$ cat src/rtl/trace_dispatcher_if.sv
// Trace dispatcher bus bundle: command input plus data-cache and
// instruction-cache output channels. The dispatcher uses the slave view,
// a command source / cache model uses the master view.
interface trace_dispatcher_if #(
  parameter int unsigned ADDR_W = 32
);
  // Trace command input channel
  logic              in_valid;
  logic              in_ready;
  logic [3:0]        in_cmd;
  logic [ADDR_W-1:0] in_addr;
  logic              in_last;

  // Data-cache channel
  logic              d_valid;
  logic              d_ready;
  logic [3:0]        d_cmd;
  logic [ADDR_W-1:0] d_addr;

  // Instruction-cache channel
  logic              i_valid;
  logic              i_ready;
  logic [3:0]        i_cmd;
  logic [ADDR_W-1:0] i_addr;

  modport slave (
    input  in_valid, in_cmd, in_addr, in_last, d_ready, i_ready,
    output in_ready, d_valid, d_cmd, d_addr, i_valid, i_cmd, i_addr
  );

  modport master (
    output in_valid, in_cmd, in_addr, in_last, d_ready, i_ready,
    input  in_ready, d_valid, d_cmd, d_addr, i_valid, i_cmd, i_addr
  );
endinterface

$ cat src/rtl/trace_dispatcher.sv
// Trace dispatcher: buffers trace commands in a FIFO and routes each head
// entry to the data-cache channel, the instruction-cache channel, or both.
// Invalid command codes are dropped and counted; an entry flagged last
// ends the trace and locks the block until reset.
// Optional per-class statistics counters: define TRACE_DISPATCH_STATS_EN.
module trace_dispatcher #(
  parameter int unsigned ADDR_W = 32,
  parameter int unsigned DEPTH  = 8,
  parameter int unsigned CNT_W  = 16
) (
  input  logic                clk,
  input  logic                rst_n,
  trace_dispatcher_if.slave   bus,
  output logic                done,
  output logic [CNT_W-1:0]    err_count
`ifdef TRACE_DISPATCH_STATS_EN
  ,
  output logic [CNT_W-1:0]    rd_count,
  output logic [CNT_W-1:0]    wr_count,
  output logic [CNT_W-1:0]    if_count,
  output logic [CNT_W-1:0]    snoop_count,
  output logic [CNT_W-1:0]    bcast_count
`endif
);

  localparam int unsigned   PTR_W     = $clog2(DEPTH);
  localparam logic [PTR_W:0] FIFO_FULL = (PTR_W + 1)'(DEPTH);

  typedef enum logic [1:0] {
    IDLE     = 2'd0,
    ISSUE    = 2'd1,
    FINISHED = 2'd2
  } state_e;

  function automatic logic [CNT_W-1:0] sat_inc(input logic [CNT_W-1:0] v);
    return (v == '1) ? v : v + 1'b1;
  endfunction

  // FIFO storage (no reset needed: occupancy and pointers define validity)
  logic [3:0]        cmd_mem_q  [DEPTH];
  logic [ADDR_W-1:0] addr_mem_q [DEPTH];
  logic              last_mem_q [DEPTH];

  state_e            state_q, state_d;
  logic [PTR_W-1:0]  wr_ptr_q, wr_ptr_d;
  logic [PTR_W-1:0]  rd_ptr_q, rd_ptr_d;
  logic [PTR_W:0]    count_q, count_d;
  logic              d_sent_q, d_sent_d;
  logic              i_sent_q, i_sent_d;
  logic              done_q, done_d;
  logic [CNT_W-1:0]  err_cnt_q, err_cnt_d;
  logic              ready_en_q, ready_en_d;
`ifdef TRACE_DISPATCH_STATS_EN
  logic [CNT_W-1:0]  rd_cnt_q, rd_cnt_d;
  logic [CNT_W-1:0]  wr_cnt_q, wr_cnt_d;
  logic [CNT_W-1:0]  if_cnt_q, if_cnt_d;
  logic [CNT_W-1:0]  snoop_cnt_q, snoop_cnt_d;
  logic [CNT_W-1:0]  bcast_cnt_q, bcast_cnt_d;
`endif

  logic [3:0]        head_cmd;
  logic [ADDR_W-1:0] head_addr;
  logic              head_last;
  logic              tgt_d, tgt_i, cmd_ok;
  logic              issuing, d_vld, i_vld, in_rdy;
  logic              push, pop, d_hs, i_hs, d_clr, i_clr;

  // Decode the FIFO head into its target channel(s)
  always_comb begin
    head_cmd  = cmd_mem_q[rd_ptr_q];
    head_addr = addr_mem_q[rd_ptr_q];
    head_last = last_mem_q[rd_ptr_q];
    tgt_d     = 1'b0;
    tgt_i     = 1'b0;
    case (head_cmd)
      4'd0, 4'd1, 4'd3, 4'd4: tgt_d = 1'b1;
      4'd2:                   tgt_i = 1'b1;
      4'd8, 4'd9: begin
        tgt_d = 1'b1;
        tgt_i = 1'b1;
      end
      default: ;
    endcase
    cmd_ok = tgt_d | tgt_i;
  end

  // Handshake outputs derived only from registered state (never from x_ready);
  // rst_n gating forces them low for the whole time reset is asserted
  always_comb begin
    issuing = rst_n && (state_q == ISSUE);
    d_vld   = issuing && tgt_d && !d_sent_q;
    i_vld   = issuing && tgt_i && !i_sent_q;
    in_rdy  = rst_n && ready_en_q && !done_q && (count_q != FIFO_FULL);
  end

  assign bus.in_ready = in_rdy;
  assign bus.d_valid  = d_vld;
  assign bus.d_cmd    = d_vld ? head_cmd  : '0;
  assign bus.d_addr   = d_vld ? head_addr : '0;
  assign bus.i_valid  = i_vld;
  assign bus.i_cmd    = i_vld ? head_cmd  : '0;
  assign bus.i_addr   = i_vld ? head_addr : '0;
  assign done         = done_q;
  assign err_count    = err_cnt_q;
`ifdef TRACE_DISPATCH_STATS_EN
  assign rd_count     = rd_cnt_q;
  assign wr_count     = wr_cnt_q;
  assign if_count     = if_cnt_q;
  assign snoop_count  = snoop_cnt_q;
  assign bcast_count  = bcast_cnt_q;
`endif

  // Next-state: FIFO bookkeeping, per-channel completion and FSM transitions
  always_comb begin
    state_d    = state_q;
    wr_ptr_d   = wr_ptr_q;
    rd_ptr_d   = rd_ptr_q;
    count_d    = count_q;
    d_sent_d   = d_sent_q;
    i_sent_d   = i_sent_q;
    done_d     = done_q;
    err_cnt_d  = err_cnt_q;
    ready_en_d = 1'b1;
`ifdef TRACE_DISPATCH_STATS_EN
    rd_cnt_d    = rd_cnt_q;
    wr_cnt_d    = wr_cnt_q;
    if_cnt_d    = if_cnt_q;
    snoop_cnt_d = snoop_cnt_q;
    bcast_cnt_d = bcast_cnt_q;
`endif

    push  = bus.in_valid && in_rdy;
    d_hs  = d_vld && bus.d_ready;
    i_hs  = i_vld && bus.i_ready;
    // A channel is finished when untargeted, already sent, or sending now;
    // an invalid code targets nothing and therefore pops immediately
    d_clr = !tgt_d || d_sent_q || d_hs;
    i_clr = !tgt_i || i_sent_q || i_hs;
    pop   = (state_q == ISSUE) && d_clr && i_clr;

    if (push) wr_ptr_d = wr_ptr_q + 1'b1;
    if (pop)  rd_ptr_d = rd_ptr_q + 1'b1;

    case ({push, pop})
      2'b10:   count_d = count_q + 1'b1;
      2'b01:   count_d = count_q - 1'b1;
      default: ;
    endcase

    if (pop) begin
      d_sent_d = 1'b0;
      i_sent_d = 1'b0;
    end else begin
      d_sent_d = d_sent_q | d_hs;
      i_sent_d = i_sent_q | i_hs;
    end

    case (state_q)
      IDLE: begin
        if (count_q != '0) state_d = ISSUE;
      end
      ISSUE: begin
        if (pop) begin
          if (!cmd_ok) err_cnt_d = sat_inc(err_cnt_q);
          if (head_last) begin
            // End of trace: anything still queued (or pushed now) is discarded
            state_d  = FINISHED;
            done_d   = 1'b1;
            count_d  = '0;
            rd_ptr_d = wr_ptr_d;
          end else if (count_d == '0) begin
            state_d = IDLE;
          end
        end
      end
      FINISHED: ;
      default: state_d = IDLE;
    endcase

`ifdef TRACE_DISPATCH_STATS_EN
    if (pop) begin
      case (head_cmd)
        4'd0:       rd_cnt_d    = sat_inc(rd_cnt_q);
        4'd1:       wr_cnt_d    = sat_inc(wr_cnt_q);
        4'd2:       if_cnt_d    = sat_inc(if_cnt_q);
        4'd3, 4'd4: snoop_cnt_d = sat_inc(snoop_cnt_q);
        4'd8, 4'd9: bcast_cnt_d = sat_inc(bcast_cnt_q);
        default: ;
      endcase
    end
`endif
  end

  // Control and status registers with synchronous active-low reset
  always_ff @(posedge clk) begin
    if (!rst_n) begin
      state_q    <= IDLE;
      wr_ptr_q   <= '0;
      rd_ptr_q   <= '0;
      count_q    <= '0;
      d_sent_q   <= 1'b0;
      i_sent_q   <= 1'b0;
      done_q     <= 1'b0;
      err_cnt_q  <= '0;
      ready_en_q <= 1'b0;
`ifdef TRACE_DISPATCH_STATS_EN
      rd_cnt_q    <= '0;
      wr_cnt_q    <= '0;
      if_cnt_q    <= '0;
      snoop_cnt_q <= '0;
      bcast_cnt_q <= '0;
`endif
    end else begin
      state_q    <= state_d;
      wr_ptr_q   <= wr_ptr_d;
      rd_ptr_q   <= rd_ptr_d;
      count_q    <= count_d;
      d_sent_q   <= d_sent_d;
      i_sent_q   <= i_sent_d;
      done_q     <= done_d;
      err_cnt_q  <= err_cnt_d;
      ready_en_q <= ready_en_d;
`ifdef TRACE_DISPATCH_STATS_EN
      rd_cnt_q    <= rd_cnt_d;
      wr_cnt_q    <= wr_cnt_d;
      if_cnt_q    <= if_cnt_d;
      snoop_cnt_q <= snoop_cnt_d;
      bcast_cnt_q <= bcast_cnt_d;
`endif
    end
  end

  // FIFO write port
  always_ff @(posedge clk) begin
    if (rst_n && push) begin
      cmd_mem_q[wr_ptr_q]  <= bus.in_cmd;
      addr_mem_q[wr_ptr_q] <= bus.in_addr;
      last_mem_q[wr_ptr_q] <= bus.in_last;
    end
  end

endmodule

$ cat src/flat_wrapper.sv
// flat-port wrapper written by rule: the top's interface ports become plain ports
module trace_dispatcher_flat 
#(
  parameter int unsigned ADDR_W = 32,
  parameter int unsigned DEPTH  = 8,
  parameter int unsigned CNT_W  = 16
)
  (clk, rst_n, done, err_count, bus_in_valid, bus_in_cmd, bus_in_addr, bus_in_last, bus_d_ready, bus_i_ready, bus_in_ready, bus_d_valid, bus_d_cmd, bus_d_addr, bus_i_valid, bus_i_cmd, bus_i_addr);
  trace_dispatcher_if #(.ADDR_W(ADDR_W)) bus_i ();
  input  logic clk;
  input  logic rst_n;
  output logic done;
  output logic [CNT_W-1:0] err_count;
  input wire logic [$bits(bus_i.in_valid)-1:0] bus_in_valid;
  input wire logic [$bits(bus_i.in_cmd)-1:0] bus_in_cmd;
  input wire logic [$bits(bus_i.in_addr)-1:0] bus_in_addr;
  input wire logic [$bits(bus_i.in_last)-1:0] bus_in_last;
  input wire logic [$bits(bus_i.d_ready)-1:0] bus_d_ready;
  input wire logic [$bits(bus_i.i_ready)-1:0] bus_i_ready;
  output wire logic [$bits(bus_i.in_ready)-1:0] bus_in_ready;
  output wire logic [$bits(bus_i.d_valid)-1:0] bus_d_valid;
  output wire logic [$bits(bus_i.d_cmd)-1:0] bus_d_cmd;
  output wire logic [$bits(bus_i.d_addr)-1:0] bus_d_addr;
  output wire logic [$bits(bus_i.i_valid)-1:0] bus_i_valid;
  output wire logic [$bits(bus_i.i_cmd)-1:0] bus_i_cmd;
  output wire logic [$bits(bus_i.i_addr)-1:0] bus_i_addr;
  assign bus_i.in_valid = bus_in_valid;
  assign bus_i.in_cmd = bus_in_cmd;
  assign bus_i.in_addr = bus_in_addr;
  assign bus_i.in_last = bus_in_last;
  assign bus_i.d_ready = bus_d_ready;
  assign bus_i.i_ready = bus_i_ready;
  assign bus_in_ready = bus_i.in_ready;
  assign bus_d_valid = bus_i.d_valid;
  assign bus_d_cmd = bus_i.d_cmd;
  assign bus_d_addr = bus_i.d_addr;
  assign bus_i_valid = bus_i.i_valid;
  assign bus_i_cmd = bus_i.i_cmd;
  assign bus_i_addr = bus_i.i_addr;
  trace_dispatcher #(.ADDR_W(ADDR_W), .DEPTH(DEPTH), .CNT_W(CNT_W)) u_core (.clk(clk), .rst_n(rst_n), .bus(bus_i), .done(done), .err_count(err_count));
endmodule
$ cat config.mk
export PLATFORM = sky130hd
export DESIGN_NAME = trace_dispatcher_flat
export DESIGN_NICKNAME = d
export VERILOG_FILES = /design/src/rtl/trace_dispatcher_if.sv /design/src/rtl/trace_dispatcher.sv /design/src/flat_wrapper.sv
export SDC_FILE = /design/constraint.sdc
export NUM_CORES = 1
export LEC_CHECK = 0
export ABC_AREA = 1
export CORE_ASPECT_RATIO = 0.75
export CORE_MARGIN = 4
export CORE_UTILIZATION = 44
export CTS_BUF_LIST = sky130_fd_sc_hd__clkbuf_2 sky130_fd_sc_hd__clkbuf_4 sky130_fd_sc_hd__clkbuf_8
export CTS_CLUSTER_DIAMETER = 120
export DETAILED_ROUTE_END_ITERATION = 10
export HOLD_SLACK_MARGIN = 0.05
export SLEW_MARGIN = 40
export SYNTH_ARGS = -nofsm -noshare
export SYNTH_HDL_FRONTEND = slang
export SYNTH_SLANG_ARGS = --single-unit
export TNS_END_PERCENT = 1
$ cat constraint.sdc
create_clock -name clk -period 5.7 [get_ports clk]
set_input_delay 1.14 -clock clk [delete_from_list [all_inputs] [get_ports clk]]
set_output_delay 1.14 -clock clk [all_outputs]
set_load 0.03 [all_outputs]
==> flow_metrics.py <==
metrics = {
    "setup_path": {
        "cp-end-kind": "output pin",
        "critical_path_class": "flip-flop to output pin",
        "ff2ff_setup_slack_ns": 1.66,
        "max_stage_delay_ns": 0.71,
        "crit_buf_inv": 3,
        "cp_data_arrival_time_ns": 3.89,
        "worstReg2RegStart": "u_core.rd_ptr_q[1]",
        "crit_start": "u_core.rd_ptr_q[1]",
        "crit_chain": "inv_2, buf_4, nand3_1, nand3_2, nand2_4, nand2_2, nand2_2, nand2_1, nor2_1, nand2_4, nor2_1, clkdlybuf4s50_1",
        "cpMaxStageDelayCell": "clkdlybuf4s50_1",
        "critPathTopFamily": "simple AND/OR/NAND/NOR gates",
        "crit_required_ns": 4.56,
        "cp_max_fo": 36,
        "critPathLaunchType": "flip-flop",
    },
    "die": {
        "start_util_pct": 45.1,
        "die_w_um": 212,
        "die-area_um2": 34100,
        "die_h_um": 161,
        "io_pins": 134,
        "num_rows": 55,
        "core_um2": 30400,
    },
    "synth": {
        "synth_top_family_by_area": "simple AND/OR/NAND/NOR gates",
        "synth_compound_area_share_pct": 12.0,
        "syn_inst": 1168,
        "synth-warning-count": 0,
        "yosys.area_share.simple_pct": 12.6,
        "synthAdderAreaFrac_pct": 0.548,
        "synth_area_um2": 13700,
        "synthMuxAreaShare_pct": 0.0730,
        "synth-xor-area-share_pct": 1.21,
        "synth-seq-cells": 328,
        "synth_nets": 1216,
        "ys_seq_area_share_pct": 69.5,
        "synth_cell_types": 44,
        "syn_area_per_cell_um2": 11.7,
    },
    "power_and_ir_drop": {
        "p_leak_nw": 5.50,
        "internal-power_mw": 3.97,
        "p_clk_share_pct": 31.2,
        "combPwrFrac_pct": 21.7,
        "vdd_drop_max_mv": 0.169,
        "p_sw_mw": 1.81,
        "p_per_area_nw_per_um2": 353,
        "seqPwrFrac_pct": 47.1,
        "switching_share_pct": 31.3,
    },
    "grt": {
        "grt.overflow.total": 0,
        "antenna_found_initial": 0,
        "use_met2_pct": 30.4,
        "grt_pass1_vias": 9036,
        "grt_pass1_wl_mm": 52.0,
        "grt_util_met3_pct": 3.20,
        "grt_use_total_pct": 19.2,
        "busiest_layer": "met2",
        "use_met1_pct": 27.9,
        "grt_max_degree": 79,
    },
    "timing": {
        "fin_crit_sh_pct": 88.2,
        "tns_ns": 0,
        "holdWs_ns": 0.478,
        "tightest_slew_ns": 0.813,
        "skew_ns": 0.0151,
        "rsz0062_at_grt": "no",
        "setup_viol": 0,
        "finalMaxSlewViolations": 0,
        "fin_crit_ns": 5.03,
        "finalHoldViolCount": 0,
        "max_slew_margin_pct": 45.8,
        "max_freq_mhz": 199,
    },
    "detailed_routing": {
        "drc": 0,
        "wl_per_cell_um": 19.3,
        "dr.pass1.iters": 5,
        "drt_iter0_drc": 690,
        "via_per_inst": 5.32,
        "vias": 9271,
        "postRouteAntennaNets": 0,
        "wirelength_mm": 33.6,
    },
    "flow_run": {
        "max_cap_violations": 0,
    },
    "clock_tree": {
        "root_buffer": "clkbuf_8",
        "numCtsBuffers": 51,
        "cts_tree": "done",
        "clk_path_buf_depth": 3,
        "clock-sinks": 328,
        "clk_pin_slew_ns": 0.06,
        "h-tree-depth": 2,
        "insertion_delay_ns": 0.57,
    },
    "worst_hold_path": {
        "worstHoldStart": "u_core.err_count[15]",
        "hold_path_class": "flip-flop to flip-flop",
    },
    "outcome": {
        "status": "finished, final reports clean",
    },
    "placed_design": {
        "dp_hpwl_mm": 19.1,
        "io_buffers": 132,
        "gp_congestion": 0.884,
    },
    "final_layout": {
        "num_antenna_cells": 0,
        "final_common_cell": "edfxtp_1",
        "syn2layout_area_growth_pct": 19.5,
        "layout_common_cells": "296 x edfxtp_1, 239 x nor2_1, 165 x o21ai_0",
        "drive_above_1_share_pct": 11.4,
        "fin_nets": 1354,
    },
}
-- state kept, by name (all words and copies together), names as in the netlist, named ones only --
signal and flops:
u_core.last_mem_q 8, u_core.addr_mem_q 256, u_core.i_sent_q 1, u_core.d_sent_q 1, u_core.wr_ptr_q 3, u_core.ready_en_q 1, u_core.done 1, u_core.rd_ptr_q 2
u_core.state_q 2, u_core.cmd_mem_q 32, u_core.count_q 4, u_core.err_count 16
-- synthesized netlist by cell type (all sizes together) --
cell type	count	share of area [%]
nor4	1	0.046
a21oi	31	1.5
nor2	247	6.8
o31ai	1	0.055
dfxtp	32	4.7
buf	18	1.0
a211oi	2	0.15
o21ai	170	6.2
ha	6	0.55
nand3	43	1.7
mux2i	1	0.073
or2	1	0.046
xnor2	3	0.19
o211ai	1	0.055
o22ai	33	1.5
a32oi	1	0.064
o2111ai	2	0.30
nand4	5	0.23
o221ai	31	2.0
inv	55	1.5
conb	1	0.027
nand2	108	3.4
xor2	16	1.0
a221oi	1	0.19
edfxtp	296	65
clkbuf	52	1.4
nor3	10	0.37
-- final cells by class --
type	count	area, um2
clock buffer	67	822
clock inverter	23	95.1
fill	2618	14000
inverter	55	214
multi-input combinational	715	3690
sequential	328	9540
tap	399	499
timing repair buffer	155	1520
-- worst min-delay path: stages (launching register included) --
cell	delay (ns)
dfxtp_1	0.32
nand2_1	0.06
a21oi_1	0.05
-- what timing repair did --
| action | CTS | global route |
|---|---|---|
| resized for setup | 0 | 1 |
| hold buffers | 0 | 0 |
| buffers inserted | 0 | 1 |
| endpoints found under the setup margin | 0 | 36 |
-- power groups by stage --
stage | combinational [mW] | clock, mW | sequential [mW]
6_report | 1.25 | 1.80 | 2.72
5_1_grt | 1.40 | 1.97 | 2.73
4_1_cts | 1.23 | 1.85 | 2.74
3_5_place_dp | 1.22 | 0 | 2.79
3_3_place_gp | 1.21 | 0 | 2.79
2_1_floorplan | 0.907 | 0 | 2.74
-- stage by stage --
| stage | cell area, um2 | instances | total power [mW] | setup WS, ns | utilization [%] |
|---|---|---|---|---|---|
| after floorplan | 13700 | 1168 | 3.64 | 0.333 | - |
| after global placement | 15400 | 1651 | 4.00 | 0.927 | 50.7 |
| after detailed placement | 15400 | 1651 | 4.02 | 0.771 | 50.8 |
| after CTS | 16400 | 1741 | 5.83 | 0.472 | 53.8 |
| after global routing | 16400 | 1742 | 6.10 | 0.388 | 53.8 |
| final | 16400 | 1742 | 5.78 | 0.671 | 53.8 |
-- layer usage --
metal	routed length (um)	vias to the layer above
met3	1720	45
met2	15600	226
met1	15700	4533
met4	507	0
met5	0	-
li1	-	4467
-- kinds of logic after synthesis --
family / Yosys count
buf+inv: 125
simple gates: 415
compound gates: 273
other cells: 1
fa+ha+maj: 6
flops: 328
mux: 1
xor+xnor: 19
-- path summary, 6_finish.rpt --
kind | cells after the start | endpoint
hold / removal | 2 | u_core.err_count[15]
setup / recovery | 12 | bus_i_addr[19]
setup reg to reg | 23 | u_core.state_q[0]
hold reg to reg | 2 | u_core.err_count[15]
Power figures use the tool's default switching activity.
